==> src/rtl/pc_unit.sv <==
// Program-counter unit: PC register, sequential incrementer, prioritised
// next-PC selection and a circular return-address stack for call/return.
module pc_unit #(
  parameter int unsigned      WIDTH      = 32,
  parameter int unsigned      INC        = 4,
  parameter int unsigned      ALIGN_BITS = 2,
  parameter logic [WIDTH-1:0] RESET_VEC  = '0,
  parameter logic [WIDTH-1:0] TRAP_VEC   = WIDTH'('h80),
  parameter int unsigned      RAS_DEPTH  = 4
) (
  input  logic             clk,
  input  logic             rst_n,
  input  logic             stall_i,
  input  logic             br_taken_i,
  input  logic [WIDTH-1:0] br_target_i,
  input  logic             jmp_i,
  input  logic             call_i,
  input  logic [WIDTH-1:0] jmp_target_i,
  input  logic             ret_i,
  input  logic             trap_i,
  output logic [WIDTH-1:0] pc_o,
  output logic [WIDTH-1:0] pc_next_o,
  output logic             ras_empty_o,
  output logic             ras_full_o,
  output logic             ras_uflow_o
);

  localparam int unsigned      PTR_W      = (RAS_DEPTH > 1) ? $clog2(RAS_DEPTH) : 1;
  localparam int unsigned      CNT_W      = $clog2(RAS_DEPTH + 1);
  localparam logic [WIDTH-1:0] INC_V      = WIDTH'(INC);
  localparam logic [WIDTH-1:0] ALIGN_MASK = {WIDTH{1'b1}} << ALIGN_BITS;
  localparam logic [PTR_W-1:0] PTR_LAST   = PTR_W'(RAS_DEPTH - 1);
  localparam logic [CNT_W-1:0] CNT_FULL   = CNT_W'(RAS_DEPTH);

  // One action per cycle, already resolved by priority.
  typedef enum logic [2:0] {
    ACT_SEQ,
    ACT_BR,
    ACT_JMP,
    ACT_CALL,
    ACT_RET,
    ACT_UFLOW,
    ACT_HOLD,
    ACT_TRAP
  } act_e;

  act_e             act;
  logic [WIDTH-1:0] pc_q, pc_d;
  logic [WIDTH-1:0] pc_inc;
  logic [PTR_W-1:0] top_q, top_d;
  logic [CNT_W-1:0] cnt_q, cnt_d;
  logic             empty_q, full_q;
  logic             uflow_q, uflow_d;
  logic             push_en;
  logic [WIDTH-1:0] ras_mem_q [RAS_DEPTH];

  function automatic logic [PTR_W-1:0] ptr_inc(input logic [PTR_W-1:0] p);
    return (p == PTR_LAST) ? '0 : p + PTR_W'(1);
  endfunction

  function automatic logic [PTR_W-1:0] ptr_dec(input logic [PTR_W-1:0] p);
    return (p == '0) ? PTR_LAST : p - PTR_W'(1);
  endfunction

  function automatic logic [WIDTH-1:0] align(input logic [WIDTH-1:0] t);
    return t & ALIGN_MASK;
  endfunction

  assign pc_inc = pc_q + INC_V;

  always_comb begin
    act = ACT_SEQ;
    if (trap_i)                act = ACT_TRAP;
    else if (stall_i)          act = ACT_HOLD;
    else if (ret_i)            act = (cnt_q == '0) ? ACT_UFLOW : ACT_RET;
    else if (call_i)           act = ACT_CALL;
    else if (jmp_i)            act = ACT_JMP;
    else if (br_taken_i)       act = ACT_BR;
  end

  // NOTE: every signal driven here gets a default first, so no path through
  // the case can leave one unassigned and infer a latch.
  always_comb begin
    pc_d    = pc_q;
    top_d   = top_q;
    cnt_d   = cnt_q;
    uflow_d = 1'b0;
    push_en = 1'b0;
    unique case (act)
      ACT_TRAP:  pc_d = TRAP_VEC;
      ACT_HOLD:  pc_d = pc_q;
      ACT_RET: begin
        pc_d  = ras_mem_q[top_q];
        top_d = ptr_dec(top_q);
        cnt_d = cnt_q - CNT_W'(1);
      end
      ACT_UFLOW: begin
        pc_d    = TRAP_VEC;
        uflow_d = 1'b1;
      end
      ACT_CALL: begin
        // A full stack wraps onto its oldest slot; the count saturates.
        pc_d    = align(jmp_target_i);
        top_d   = ptr_inc(top_q);
        push_en = 1'b1;
        if (cnt_q != CNT_FULL) cnt_d = cnt_q + CNT_W'(1);
      end
      ACT_JMP:   pc_d = align(jmp_target_i);
      ACT_BR:    pc_d = align(br_target_i);
      default:   pc_d = pc_inc;
    endcase
  end

  // NOTE: state registers use non-blocking assignments so every flop samples
  // the pre-edge values regardless of process ordering.
  always_ff @(posedge clk or negedge rst_n) begin
    if (!rst_n) begin
      pc_q    <= RESET_VEC;
      top_q   <= '0;
      cnt_q   <= '0;
      empty_q <= 1'b1;
      full_q  <= 1'b0;
      uflow_q <= 1'b0;
    end else begin
      pc_q    <= pc_d;
      top_q   <= top_d;
      cnt_q   <= cnt_d;
      empty_q <= (cnt_d == '0);
      full_q  <= (cnt_d == CNT_FULL);
      uflow_q <= uflow_d;
    end
  end

  // NOTE: the stack storage has no reset; validity is tracked by cnt_q alone,
  // which keeps the array a plain register file.
  always_ff @(posedge clk) begin
    if (push_en) ras_mem_q[top_d] <= pc_inc;
  end

  assign pc_o        = pc_q;
  assign pc_next_o   = pc_d;
  assign ras_empty_o = empty_q;
  assign ras_full_o  = full_q;
  assign ras_uflow_o = uflow_q;

endmodule

==> config.mk <==
export PLATFORM = sky130hd
export DESIGN_NAME = pc_unit
export DESIGN_NICKNAME = d
export VERILOG_FILES = /design/src/rtl/pc_unit.sv
export SDC_FILE = /design/constraint.sdc
export NUM_CORES = 1
export LEC_CHECK = 0
export CAP_MARGIN = 10
export CELL_PAD_IN_SITES_DETAIL_PLACEMENT = 1
export CELL_PAD_IN_SITES_GLOBAL_PLACEMENT = 1
export CORE_ASPECT_RATIO = 1.5
export CORE_MARGIN = 1
export CORE_UTILIZATION = 43
export CTS_CLUSTER_SIZE = 16
export DETAILED_ROUTE_END_ITERATION = 7
export PLACE_DENSITY_LB_ADDON = 0.1
export SLEW_MARGIN = 5
export SYNTH_ARGS = -nofsm -noshare
export SYNTH_HDL_FRONTEND = slang
export SYNTH_SLANG_ARGS = --single-unit
==> constraint.sdc <==
create_clock -name clk -period 6.65 [get_ports clk]
set_input_delay 0.665 -clock clk [delete_from_list [all_inputs] [get_ports clk]]
set_output_delay 0.665 -clock clk [all_outputs]
set_load 0.05 [all_outputs]
== Word level (Yosys, flattened, before mapping) ==
Memory sizes are Yosys's and may differ from the RTL's.
Index checks and enable logic that the tools add are counted.
Storage, ports and cells
  bits in registers: 40
  bits in writable memories: 128
  output and inout bits: 67
  logic and storage cells: 44
  memories: 1
Memories
  ras_mem_q: depth 4, bits a word 32, rd ports 1, clocked after memory_dff 0, write ports 1, RTL line 55  | logic [WIDTH-1:0] ras_mem_q [RAS_DEPTH];
Cells by class
  add/sub/neg operators: 5
  equal/unequal tests: 10
  mux-type cells: 17
  reduce and logical (&&, ||, !) cells: 5
Operators by type and width (count)
  32-bit one-hot mux with 5 select lines: 1
  32-bit by 3-bit adder with 32-bit output, second input constant: 1
  3-bit equality test, second input constant: 5
  3-bit 2-to-1 mux: 4
  2-bit 2-to-1 mux: 4
  3-bit by 2-bit equality test with 1-bit output, second input constant: 2
  3-bit logical NOT: 2
  1-bit 2-to-1 mux: 6
  3-bit one-hot mux with 2 select lines: 1
  2-bit one-hot mux with 2 select lines: 1
  2-bit OR reduction: 2
  3-bit by 1-bit adder with 3-bit output, second input constant: 1
  3-bit by 1-bit equality test with 1-bit output, second input constant: 1
  3-bit inequality test, second input constant: 1
  3-bit by 1-bit subtractor with 3-bit output, second input constant: 1
  2-bit by 1-bit adder with 2-bit output, second input constant: 1
  2-bit equality test, second input constant: 1
  2-bit logical NOT: 1
  2-bit by 1-bit subtractor with 2-bit output, second input constant: 1

== Depth between registers and ports, before layout ==
Gate-level depths: netlist (run 1).
  depth after elaboration: 10
  gate-level depth with buffers: 10
  depth with buffers taken out: 7

== Worst setup path before layout (run 1) ==
No wires, ideal clock.
  kind: register to register
  start: register top_q[0]
  end: memory ras_mem_q[1][0] (enable)
  library setup time: 501 ps
  data arrival time: 5096 ps
  required time: 6149 ps
  slack: 1052 ps
  stages on the path, launching flop included: 9
  path buffers: 3
  period minus slack after synthesis: 5598 ps
  cell sequence: dfrtp_1 buf_2 buf_4 buf_2 inv_1 ha_1 o311ai_2 nand2_1 nor4_1
Between the ends
  cells in the longest elaborated chain, start to end: 3
  elaborated cells between the ends (all ways): 7
Ends and longest elaborated chain
  start: declaration: RTL line 50  | logic [PTR_W-1:0] top_q, top_d;
  start signal: assignment: RTL line 126  | top_q <= top_d;
  2-bit by 1-bit adder with 2-bit output (tied with other cells): RTL line 58  | return (p == PTR_LAST) ? '0 : p + PTR_W'(1);
  2-bit 2-to-1 mux (on tied branches): RTL line 58, 62
  2-bit one-hot mux with 2 select lines (*): RTL line 89  | unique case (act)
  net top_d[1]: RTL line 50
  end: declaration: RTL line 55
The timed path passes the listed nets; every way through them passes the cells marked *.

== Worst setup path after layout (run 1) ==
  start: input trap_i
  end: output pc_next_o[18]
Between the ends
  cells in the longest elaborated chain, start to end: 4
  elaborated cells between the ends (all ways): 11
Ends and longest elaborated chain
  start: declaration: RTL line 20  | input logic trap_i,
  3-bit 2-to-1 mux (*): RTL line 73  | if (trap_i) act = ACT_TRAP;
  3-bit by 2-bit equality test with 1-bit output / 3-bit equality test (equally long branches): RTL line 89
  2-bit OR reduction (no line)
  32-bit one-hot mux with 5 select lines (*): RTL line 89
  end: declaration: RTL line 22  | output logic [WIDTH-1:0] pc_next_o,
Mark *: on every way between the ends. The rest lies on a longest branch, timed or not.

==> results of run 1 <==
-- area by class of cell --
type | count | area (um2)
sequential | 168 | 4850
clock inverter | 14 | 139
clock buffer | 18 | 429
multi-input combinational | 321 | 2740
inverter | 8 | 30.0
fill | 1721 | 7590
timing repair buffer | 148 | 1450
tap | 213 | 267
-- through the flow --
stage               std cells  cell area [um2]   util  worst slack (ns)  hold WS, ns
floorplan                 526             7730      -              1.05        0.369
global placement          858             9340  0.534              1.91        0.532
detailed placement        858             9340  0.534              1.84        0.557
CTS                       890             9910  0.566              1.80        0.356
global route              890             9910  0.566              1.68        0.381
finish                    890             9910  0.566              1.78        0.334
-- synthesized netlist by cell type (all sizes together) (5+ instances only) --
cell	count	area share
a221o	5	0.0065
mux4	32	0.093
a31oi	5	0.0040
and2	6	0.0049
nor3	13	0.012
a21o	10	0.0097
nor2	23	0.012
o21a	7	0.0068
a21oi	8	0.0052
nand3	14	0.011
nand2	53	0.026
and3	6	0.0049
nand4	12	0.011
inv	8	0.0039
nand2b	6	0.0049
edfxtp	128	0.50
xnor2	19	0.022
clkbuf	9	0.0044
a222oi	20	0.026
dfrtp	39	0.13
buf	20	0.015
ha	6	0.0097
xor2	10	0.011
a22o	6	0.0068
o21ai	11	0.0071
-- cell families (layout without fill, tap and decap cells) --
| family | after synthesis | in the layout | share of synthesized area |
|---|---|---|---|
| flops | 168 | 168 | 0.627 |
| simple gates | 152 | 152 | 0.107 |
| compound gates | 102 | 102 | 0.107 |
| buf+inv | 37 | 188 | 0.0232 |
| mux | 32 | 32 | 0.0932 |
| xor+xnor | 29 | 29 | 0.0329 |
| fa+ha+maj | 6 | 6 | 0.00971 |
-- state kept, by name (all words and copies together), names as in the netlist --
name	flops
cnt_q	3
pc_o	32
ras_empty_o	1
ras_full_o	1
ras_mem_q	128
ras_uflow_o	1
top_q	2
-- where the power goes --
part	switching [W]	leakage, nW	internal (W)
combinational	0.000570	1.59	0.000407
sequential	0.000112	1.70	0.00122
clock	0.000439	0.270	0.000525
-- worst max-delay path by stage --
stage	startpoint	to	slack [ns]	depth (start not counted)
after detailed placement	trap_i	pc_next_o[18]	1.84	7
final	trap_i	pc_next_o[18]	1.78	7
after CTS	trap_i	pc_next_o[18]	1.80	7
after floorplan	top_q[0]$_DFF_PN0_	ras_mem_q[1][0]$_DFFE_PP_	1.05	8
after global placement	trap_i	pc_next_o[18]	1.91	7
after global routing	trap_i	pc_next_o[18]	1.68	7
-- per-layer routing --
metal / wire (um) / up-vias
met5: 0 / -
met4: 391 / 0
met3: 1370 / 30
met2: 12100 / 225
met1: 9060 / 2817
li1: - / 2385
==> results.md, run 1 <==
| Stage | Result | Value |
|:---|:---|:---|
| final layout | Antenna Diode Count | 0 |
| worst setup path | Crit path max-delay family | buffers and inverters |
| clock network | Post-cts resize count | 0 |
| route | Via-to-Cell Ratio | 6.13 |
| yosys | Post-synthesis async set-or-reset flop share | 0.238 |
| run status | Violated checks | DRC |
| timing | Crit path time final | 4.87 ns |
| final layout | Highest-count cells in the layout ignoring fill and taps | 133 x clkdlybuf4s50_1, 128 x edfxtp_1, 53 x nand2_1 |
| timing | Highest achievable clock rate | 206 MHz |
| job | Max-cap viol count | 0 |
| route | Antenna-violating nets left | 0 |
| yosys | Number of distinct library cells after synthesis | 66 |
| floorplan | I/O pin cnt | 139 |
| global route | Pin count of the biggest net entering global routing | 41 |
| timing | Summed negative setup slack over all endpoints | 0 ns |
| worst setup path | RR Startpoint | top_q[1]$_DFF_PN0_ |
| clock network | Root Driver | clkbuf_16 |
| power | Maximum VDD drop | 0.173 mV |
| global route | First-pass GRT wire length | 35400 um |
| floorplan | Initial cell density of the core | 0.442 |
| worst setup path | Type of origin of the critical path | primary input |
| yosys | Predominant post-synthesis flop cell | edfxtp_1 |
| global route | Routing layer with the top usage in global route | met2 |
| worst setup path | Top cell by count, worst path | clkdlybuf4s50_1 |
| clock network | CTS Hold Buffers Added | 0 |
| route | Initial drt markers | 528 |
| yosys | Synthesized instance count | 526 |
| clock network | Number of buffers inserted by post-CTS setup repair | 0 |
| worst setup path | Reg-to-reg endpoint | ras_mem_q[0][22]$_DFFE_PP_ |
| power | Cell Pwr Density | 330 nW/um2 |
| final layout | Most frequent standard cell in the layout excluding fill and tap cells | clkdlybuf4s50_1 |
| route | Avg WL per Cell | 25.8 um |
| placed design | Final Wtd Congestion | 0.852 |
| final layout | Fraction of final layout cells with drive strength greater than 1 | 0.145 |
| floorplan | Total number of placement rows | 59 |
| worst setup path | Cells along the critical path | clkdlybuf4s50_1, or3_1, nor2_4, a221o_1, a21oi_1, a311oi_1, clkdlybuf4s50_1 |
| global route | Antenna violations before repair | 0 |
| yosys | Post-Syn Area per Cell | 14.7 um2 |
| power | Cell leakage power | 3.56 nW |
| clock network | Clock tree from TritonCTS | done |
| route | Total wire length after detailed routing | 23000 um |
| timing | Number of hold-slack violations in the final timing report | 0 |
| worst setup path | FF-to-FF path depth | 8 |
| global route | M1 GR Usage | 0.318 |
| global route | Total track usage | 0.258 |
| placed design | Dpl hpwl | 15100 um |
| timing | Setup Skew | 0.0141 ns |
| yosys | Synthesis-stage register bit count | 168 |
| clock network | Clock-pin slew of the registers on the worst-case setup and hold paths | 0.07 ns |
| timing | Actual transition at the worst max-transition pin | 1.15 ns |
| global route | Met3 demand-to-capacity share in global routing | 0.0467 |
| final layout | Layout net count | 742 |
| route | Post-route DRC violation count | 12 |
| placed design | Number of input and output port buffers inserted | 134 |
| global route | Global route overflow | 0 |
| hold path | Hold/Removal Path Class | primary input to async pin |
| worst setup path | Category of the critical setup timing path | primary input to output pin |
| yosys | Post-synthesis sequential area ratio | 0.627 |
| final layout | Area growth from synthesis to final layout | 28.2% |
| floorplan | Overall die area | 18500 um2 |
| timing | Tcrit/Tclk final | 0.732 |
| power | Overall power | 0.00327 W |
| timing | Unrepaired setup endpoints after global routing | no |
| route | Detailed-router iteration count before antenna repair | 8 |
| timing | Worst slew margin | 0.233 |
| route | Vias post-DR | 5457 |
| global route | GR met2 Demand/Resource | 0.454 |
| yosys | Post-synthesis cell area | 7730 um2 |
| yosys | Mapped Nets | 604 |
| global route | Via count of the first global-routing pass | 6056 |
| floorplan | Horizontal die dimension | 111 um |
| timing | Final Max Slew Viols | 0 |
| worst setup path | Max FO, Critical Path | 25 |
| worst setup path | Cell with the largest stage delay on the worst path | clkdlybuf4s50_1 |
| clock network | Max clock buf depth | 2 |
| clock network | Level count of the clock H-tree | 4 |
| yosys | Number of enable-type register cells in the synthesized netlist | 128 |
| timing | Final setup violation count | 0 |
| worst setup path | Nature of the critical path endpoint | output pin |
| floorplan | Vert. Die Dim | 166 um |
| worst setup path | Crit path largest cell delay | 0.92 ns |
| worst setup path | Arr. time, crit path | 4.20 ns |
| yosys | Warnings from Yosys | 0 |
| worst setup path | Register-to-register setup slack | 2.78 ns |
| clock network | Clock latency of the later-clocked register in the worst-skew pair | 0.44 ns |
| clock network | Clock Sinks | 168 |
| run status | Status | finished with violations |
| floorplan | Standard cell core area | 17500 um2 |
| worst setup path | Crit path buffers/inverters | 2 |
| worst setup path | Data required time at the worst endpoint | 5.98 ns |
| clock network | Num CTS Buffers | 17 |
(Power assumes the default switching activity.)
==> run 2: changes to the inputs <==
CORE_UTILIZATION = 39   (was 43)
clock period = 4.3 ns   (was 6.65 ns; I/O delays follow)
==> run 2 against run 1 <==
  * The run now ends clean
  * Via count fell by 0.13%
  * Sequential share of layout area fell by 0.86 points
  * Critical path depth fell by 2
  * Power rose by 57%
  * Non-clock buffer count rose by 9
  * Combinational power rose by 57%
  * Flip-flop and latch count did not move
  * Global-route usage fell by 1.7 points
  * Die area rose by 10%
  * Critical endpoint is now pc_next_o[8]
==> results.md, run 2 (synthesis gave the netlist of run 1 again) <==
| Stage | Result | Value | Delta |
|:---|:---|:---|:---|
| timing | Tcrit/Tclk final | 0.877 |  |
| clock network | Num CTS Buffers | 17 | unchanged |
| floorplan | Overall die area | 20400 um2 | +10% |
| route | Total wire length after detailed routing | 22900 um | -0.37% |
| global route | First-pass GRT wire length | 35000 um | -1.1% |
| global route | Total track usage | 0.241 | -0.0174 |
| power | Cell leakage power | 3.68 nW | +3.3% |
| route | Antenna-violating nets left | 0 | unchanged |
| route | Initial drt markers | 487 | -7.8% |
| floorplan | Total number of placement rows | 62 | +5.1% |
| timing | Highest achievable clock rate | 265 MHz |  |
| global route | Via count of the first global-routing pass | 5913 | -2.4% |
| final layout | FILL cells | 1887 | +9.6% |
| worst setup path | Reg-to-reg endpoint | ras_mem_q[1][14]$_DFFE_PP_ |  |
| global route | Antenna violations before repair | 0 | unchanged |
| clock network | Root Driver | clkbuf_16 |  |
| floorplan | Vert. Die Dim | 174 um | +4.9% |
| final layout | Storage cell area | 4850 um2 | unchanged |
| timing | Crit path time final | 3.77 ns |  |
| timing | Actual transition at the worst max-transition pin | 1.09 ns | -0.0511 ns |
| final layout | Final std cell area, no fill | 10100 um2 | +1.8% |
| route | Detailed-router iteration count before antenna repair | 5 | -3 |
| hold path | Hold/Removal Path Class | primary input to async pin |  |
| clock network | Number of buffers inserted by post-CTS setup repair | 0 | unchanged |
| timing | Final Max Slew Viols | 0 | unchanged |
| clock network | Max clock buf depth | 2 | unchanged |
| timing | Worst slew margin | 0.271 | +0.0375 |
| timing | Number of hold-slack violations in the final timing report | 0 | unchanged |
| final layout | Antenna Diode Count | 0 | unchanged |
| timing | Summed negative setup slack over all endpoints | 0 ns | unchanged |
| floorplan | Horizontal die dimension | 117 um | +4.9% |
| worst setup path | FF-to-FF path depth | 8 | unchanged |
| worst setup path | Category of the critical setup timing path | flip-flop to output pin |  |
| placed design | Post-place instance area | 9500 um2 | +1.7% |
| worst setup path | Max FO, Critical Path | 18 | -28% |
| clock network | CTS Hold Buffers Added | 0 | unchanged |
| placed design | Placed cell count | 910 | +6.1% |
| floorplan | Initial cell density of the core | 0.400 | -0.0416 |
| worst setup path | Nature of the critical path endpoint | output pin |  |
| final layout | Highest-count cells in the layout ignoring fill and taps | 128 x edfxtp_1, 109 x clkdlybuf4s50_1, 53 x nand2_1 |  |
| final layout | Max reg flops | 128 | unchanged |
| worst setup path | Register-to-register setup slack | 0.94 ns | -1.84 ns |
| worst setup path | RR Startpoint | cnt_q[0]$_DFF_PN0_ |  |
| clock network | Post-cts resize count | 0 | unchanged |
| worst setup path | Arr. time, crit path | 3.34 ns | -0.86 ns |
| clock network | Level count of the clock H-tree | 4 | unchanged |
| placed design | Number of input and output port buffers inserted | 134 | unchanged |
| power | Cell Pwr Density | 508 nW/um2 | +54% |
| final layout | Area growth from synthesis to final layout | 30.5% |  |
| worst setup path | Type of origin of the critical path | flip-flop |  |
| run status | Status | finished clean |  |
| route | Post-route DRC violation count | 0 | -12 |
| floorplan | Standard cell core area | 19300 um2 | +10% |
| clock network | Clock Sinks | 168 | unchanged |
| route | Via-to-Cell Ratio | 5.79 | -5.6% |
| final layout | Final instance count without filler cells | 942 | +5.8% |
| clock network | Clock tree from TritonCTS | done |  |
| timing | Setup Skew | 0.00686 ns | -0.00726 ns |
| power | Maximum VDD drop | 0.278 mV | +61% |
| route | Vias post-DR | 5450 | -0.13% |
| clock network | Clock latency of the later-clocked register in the worst-skew pair | 0.44 ns | about the same |
| placed design | Dpl hpwl | 15300 um | +1.9% |
| global route | Global route overflow | 0 | unchanged |
| clock network | Clock-pin slew of the registers on the worst-case setup and hold paths | 0.07 ns | about the same |
| global route | Pin count of the biggest net entering global routing | 41 | unchanged |
| placed design | Final Wtd Congestion | 0.860 | +0.94% |
| route | Avg WL per Cell | 24.3 um | -5.9% |
| final layout | Largest Register | ras_mem_q |  |
| final layout | Total area of multi-input combinational cells | 2750 um2 | +0.32% |
| timing | Unrepaired setup endpoints after global routing | no |  |
| floorplan | I/O pin cnt | 139 | unchanged |
| final layout | Layout net count | 751 | +1.2% |
| worst setup path | Data required time at the worst endpoint | 3.87 ns | -2.11 ns |
| final layout | Most frequent standard cell in the layout excluding fill and tap cells | edfxtp_1 |  |
| final layout | Fraction of final layout cells with drive strength greater than 1 | 0.191 | +0.0462 |
| job | Max-cap viol count | 0 | unchanged |
| timing | Final setup violation count | 0 | unchanged |
-- run 2: power by group --
| part | internal [W] | switching, W | leakage, nW | total, W |
|---|---|---|---|---|
| logic | 0.000647 | 0.000883 | 1.71 | 0.00153 |
| registers | 0.00188 | 0.000176 | 1.70 | 0.00206 |
| clock network | 0.000873 | 0.000663 | 0.277 | 0.00154 |
| total | 0.00340 | 0.00172 | 3.68 | 0.00513 |
-- run 2: critical path, cell delays in order (launching register included) --
cell and delay [ns]:
dfrtp_2 0.77, buf_4 0.37, mux4_2 0.58, a222oi_1 0.31, nand2_1 0.12, clkdlybuf4s50_1 0.72
-- run 2: how the worst max path moves through the flow --
stage	from	endpoint	slack, ns
3_3_place_gp	trap_i	pc_next_o[7]	0.59
2_1_floorplan	top_q[0]$_DFF_PN0_	ras_mem_q[3][0]$_DFFE_PP_	-0.03
6_report	top_q[0]$_DFF_PN0_	pc_next_o[8]	0.53
5_1_grt	top_q[0]$_DFF_PN0_	pc_next_o[8]	0.31
3_5_place_dp	trap_i	pc_next_o[7]	0.53
4_1_cts	top_q[0]$_DFF_PN0_	pc_next_o[8]	0.46
-- run 2: per-stage QoR --
| step | util | hold WS [ns] | setup slack [ns] | total power (W) |
|---|---|---|---|---|
| CTS | 0.522 | 0.229 | 0.461 | 0.00517 |
| global placement | 0.492 | 0.527 | 0.594 | 0.00361 |
| detailed placement | 0.492 | 0.552 | 0.530 | 0.00364 |
| finish | 0.522 | 0.179 | 0.528 | 0.00513 |
| global route | 0.522 | 0.261 | 0.307 | 0.00532 |
| floorplan | - | 0.134 | -0.0335 | 0.00309 |
-- run 2: metal layers --
layer | up-vias | routed length, um | global-route usage
li1 | 2406 | - | -
met1 | 2823 | 9630 | 0.313
met2 | 189 | 11600 | 0.396
met3 | 32 | 1180 | 0.0464
met4 | 0 | 421 | 0.0891
met5 | - | 0 | 0
-- run 2: layout make-up --
| class | instances | share of cell area |
|---|---|---|
| Timing Repair Buffer | 157 | 0.154 |
| Clock buffer | 18 | 0.0436 |
| Multi-Input combinational cell | 321 | 0.273 |
| Sequential cell | 168 | 0.481 |
| Clock inverter | 14 | 0.0146 |
| Inverter | 8 | 0.00298 |
| Tap cell | 256 | 0.0318 |
==> run 3: changes to the inputs <==
PLACE_DENSITY = 0.83   (was default)
PLACE_DENSITY_LB_ADDON = default   (was 0.1)
==> run 3 against run 2 <==
  * Worst hold slack better by 0.042 ns
  * First-iteration DRC count up 36%
  * Cell count up 0.32%
  * Clock skew up 0.0036 ns
  * Register-to-register slack about the same
  * Largest cell class unchanged
  * Global-route usage up 0.054 points
  * Die area unchanged
  * Setup slack worse by 0.12 ns
  * Core utilization down 0.21 points
==> results.md, run 3 (synthesis gave the netlist of run 1 again) <==
| Stage | Result | Value | Delta |
|:---|:---|:---|:---|
| timing | Unrepaired setup endpoints after global routing | no |  |
| placed design | Number of input and output port buffers inserted | 134 | unchanged |
| timing | Number of hold-slack violations in the final timing report | 0 | unchanged |
| run status | Status | finished clean |  |
| final layout | Layout net count | 754 | +0.40% |
| global route | Global route overflow | 0 | unchanged |
| worst setup path | Reg-to-reg endpoint | ras_mem_q[1][22]$_DFFE_PP_ |  |
| placed design | Final Wtd Congestion | 0.843 | -2.1% |
| timing | Highest achievable clock rate | 257 MHz | -3.1% |
| final layout | FILL cells | 1866 | -1.1% |
| job | Max-cap viol count | 0 | unchanged |
| route | Post-route DRC violation count | 0 | unchanged |
| floorplan | I/O pin cnt | 139 | unchanged |
| final layout | Highest-count cells in the layout ignoring fill and taps | 128 x edfxtp_1, 112 x clkdlybuf4s50_1, 53 x nand2_1 |  |
| global route | Pin count of the biggest net entering global routing | 41 | unchanged |
| timing | Worst slew margin | 0.247 | -0.0236 |
| power | Maximum VDD drop | 0.247 mV | -11% |
| route | Avg WL per Cell | 24.8 um | +2.1% |
| global route | Total track usage | 0.241 | +0.000542 |
| global route | Met3 demand-to-capacity share in global routing | 0.0464 | unchanged |
| final layout | Max reg flops | 128 | unchanged |
| clock network | Root Driver | clkbuf_16 |  |
| power | Cell Pwr Density | 512 nW/um2 | +0.71% |
| floorplan | Horizontal die dimension | 117 um | unchanged |
| timing | Actual transition at the worst max-transition pin | 1.13 ns | +0.0355 ns |
| clock network | Post-cts resize count | 0 | unchanged |
| floorplan | Standard cell core area | 19300 um2 | unchanged |
| final layout | Antenna Diode Count | 0 | unchanged |
| timing | Tcrit/Tclk final | 0.905 | +0.0278 |
| clock network | Level count of the clock H-tree | 4 | unchanged |
| final layout | Area growth from synthesis to final layout | 29.9% |  |
| final layout | Most frequent standard cell in the layout excluding fill and tap cells | edfxtp_1 |  |
| clock network | Number of buffers inserted by post-CTS setup repair | 0 | unchanged |
| route | Antenna-violating nets left | 0 | unchanged |
| clock network | Max clock buf depth | 2 | unchanged |
| clock network | Num CTS Buffers | 17 | unchanged |
| floorplan | Total number of placement rows | 62 | unchanged |
| worst setup path | Arr. time, crit path | 3.46 ns | +0.12 ns |
| global route | First-pass GRT wire length | 35900 um | +2.5% |
| worst setup path | Category of the critical setup timing path | primary input to output pin |  |
| timing | Final Max Slew Viols | 0 | unchanged |
| route | Total wire length after detailed routing | 23400 um | +2.4% |
| global route | Antenna violations before repair | 0 | unchanged |
| worst setup path | Nature of the critical path endpoint | output pin |  |
| clock network | Clock latency of the later-clocked register in the worst-skew pair | 0.43 ns | about the same |
| worst setup path | Data required time at the worst endpoint | 3.87 ns | about the same |
| worst setup path | Register-to-register setup slack | 0.95 ns | about the same |
| global route | GR met2 Demand/Resource | 0.405 | +0.00912 |
| route | Initial drt markers | 663 | +36% |
| global route | Via count of the first global-routing pass | 6181 | +4.5% |
| global route | M1 GR Usage | 0.299 | -0.0141 |
| route | Via-to-Cell Ratio | 6.03 | +4.2% |
| placed design | Dpl hpwl | 16100 um | +5.1% |
| power | Cell leakage power | 3.67 nW | -0.42% |
| floorplan | Overall die area | 20400 um2 | unchanged |
| final layout | Fraction of final layout cells with drive strength greater than 1 | 0.192 | +0.000620 |
| clock network | Clock tree from TritonCTS | done |  |
| timing | Setup Skew | 0.0105 ns | +0.00359 ns |
| clock network | CTS Hold Buffers Added | 0 | unchanged |
| clock network | Clock Sinks | 168 | unchanged |
| worst setup path | RR Startpoint | top_q[1]$_DFF_PN0_ |  |
| floorplan | Vert. Die Dim | 174 um | unchanged |
| worst setup path | FF-to-FF path depth | 7 | -1 |
| timing | Final setup violation count | 0 | unchanged |
| global route | Routing layer with the top usage in global route | met2 |  |
| route | Detailed-router iteration count before antenna repair | 6 | +1 |
| clock network | Clock-pin slew of the registers on the worst-case setup and hold paths | 0.07 ns | about the same |
| timing | Crit path time final | 3.89 ns | +0.120 ns |
| route | Vias post-DR | 5698 | +4.6% |
| worst setup path | Max FO, Critical Path | 9 | -9 |
| worst setup path | Type of origin of the critical path | primary input |  |
| final layout | Largest Register | ras_mem_q |  |
| final layout | Post-layout utilization of the core | 0.520 | -0.00214 |
| timing | Summed negative setup slack over all endpoints | 0 ns | unchanged |
| floorplan | Initial cell density of the core | 0.400 | unchanged |
| hold path | Hold/Removal Path Class | primary input to async pin |  |
[run 3: where the power goes]
group	leakage [nW]	internal, W	switching (W)	total [W]
registers	1.70	0.00188	0.000211	0.00209
clock network	0.271	0.000866	0.000673	0.00154
logic	1.70	0.000638	0.000870	0.00151
[run 3: metrics by stage]
step	setup WS (ns)	power, W	instance area [um2]	std cells	hold slack, ns
6_report	0.409	0.00514	10000	945	0.221
4_1_cts	0.425	0.00516	10000	945	0.244
3_5_place_dp	0.475	0.00362	9450	913	0.566
3_3_place_gp	0.607	0.00356	9450	913	0.536
2_1_floorplan	-0.0335	0.00309	7730	526	0.134
5_1_grt	0.241	0.00532	10000	945	0.287
[run 3: routing by layer]
layer  vias up  part of all wire  wire, um
met3        48             0.067      1570
met4         0             0.028       645
met5         -                 0         0
met2       285              0.52     12300
li1       2407                 -         -
met1      2958              0.38      8950
[run 3: layout make-up]
type / count / area, um2 / area share
Sequential cell: 168 / 4850 / 0.483
Clock inverter: 15 / 165 / 0.0164
Tap cell: 256 / 320 / 0.0319
Clock buffer: 17 / 425 / 0.0424
Inverter: 8 / 30.0 / 0.00299
Multi-Input combinational cell: 321 / 2750 / 0.274
Timing Repair Buffer: 160 / 1500 / 0.150
[run 3: worst max-delay path, stage by stage]
cell and delay, ns:
clkdlybuf4s50_1 0.55, nor3_1 0.49, nand3_1 0.51, a311oi_1 0.46, o21bai_1 0.19, nor2_1 0.11
clkdlybuf4s50_1 0.72
[run 3: worst max-delay path by stage]
stage,from,end,slack [ns],cells past startpoint
2_1_floorplan,top_q[0]$_DFF_PN0_,ras_mem_q[3][0]$_DFFE_PP_,-0.03,8
3_3_place_gp,trap_i,pc_next_o[11],0.61,7
3_5_place_dp,trap_i,pc_next_o[4],0.48,7
4_1_cts,cnt_q[0]$_DFF_PN0_,pc_next_o[24],0.43,8
5_1_grt,pc_o[9]$_DFF_PN0_,pc_next_o[21],0.24,6
6_report,stall_i,pc_next_o[24],0.41,7
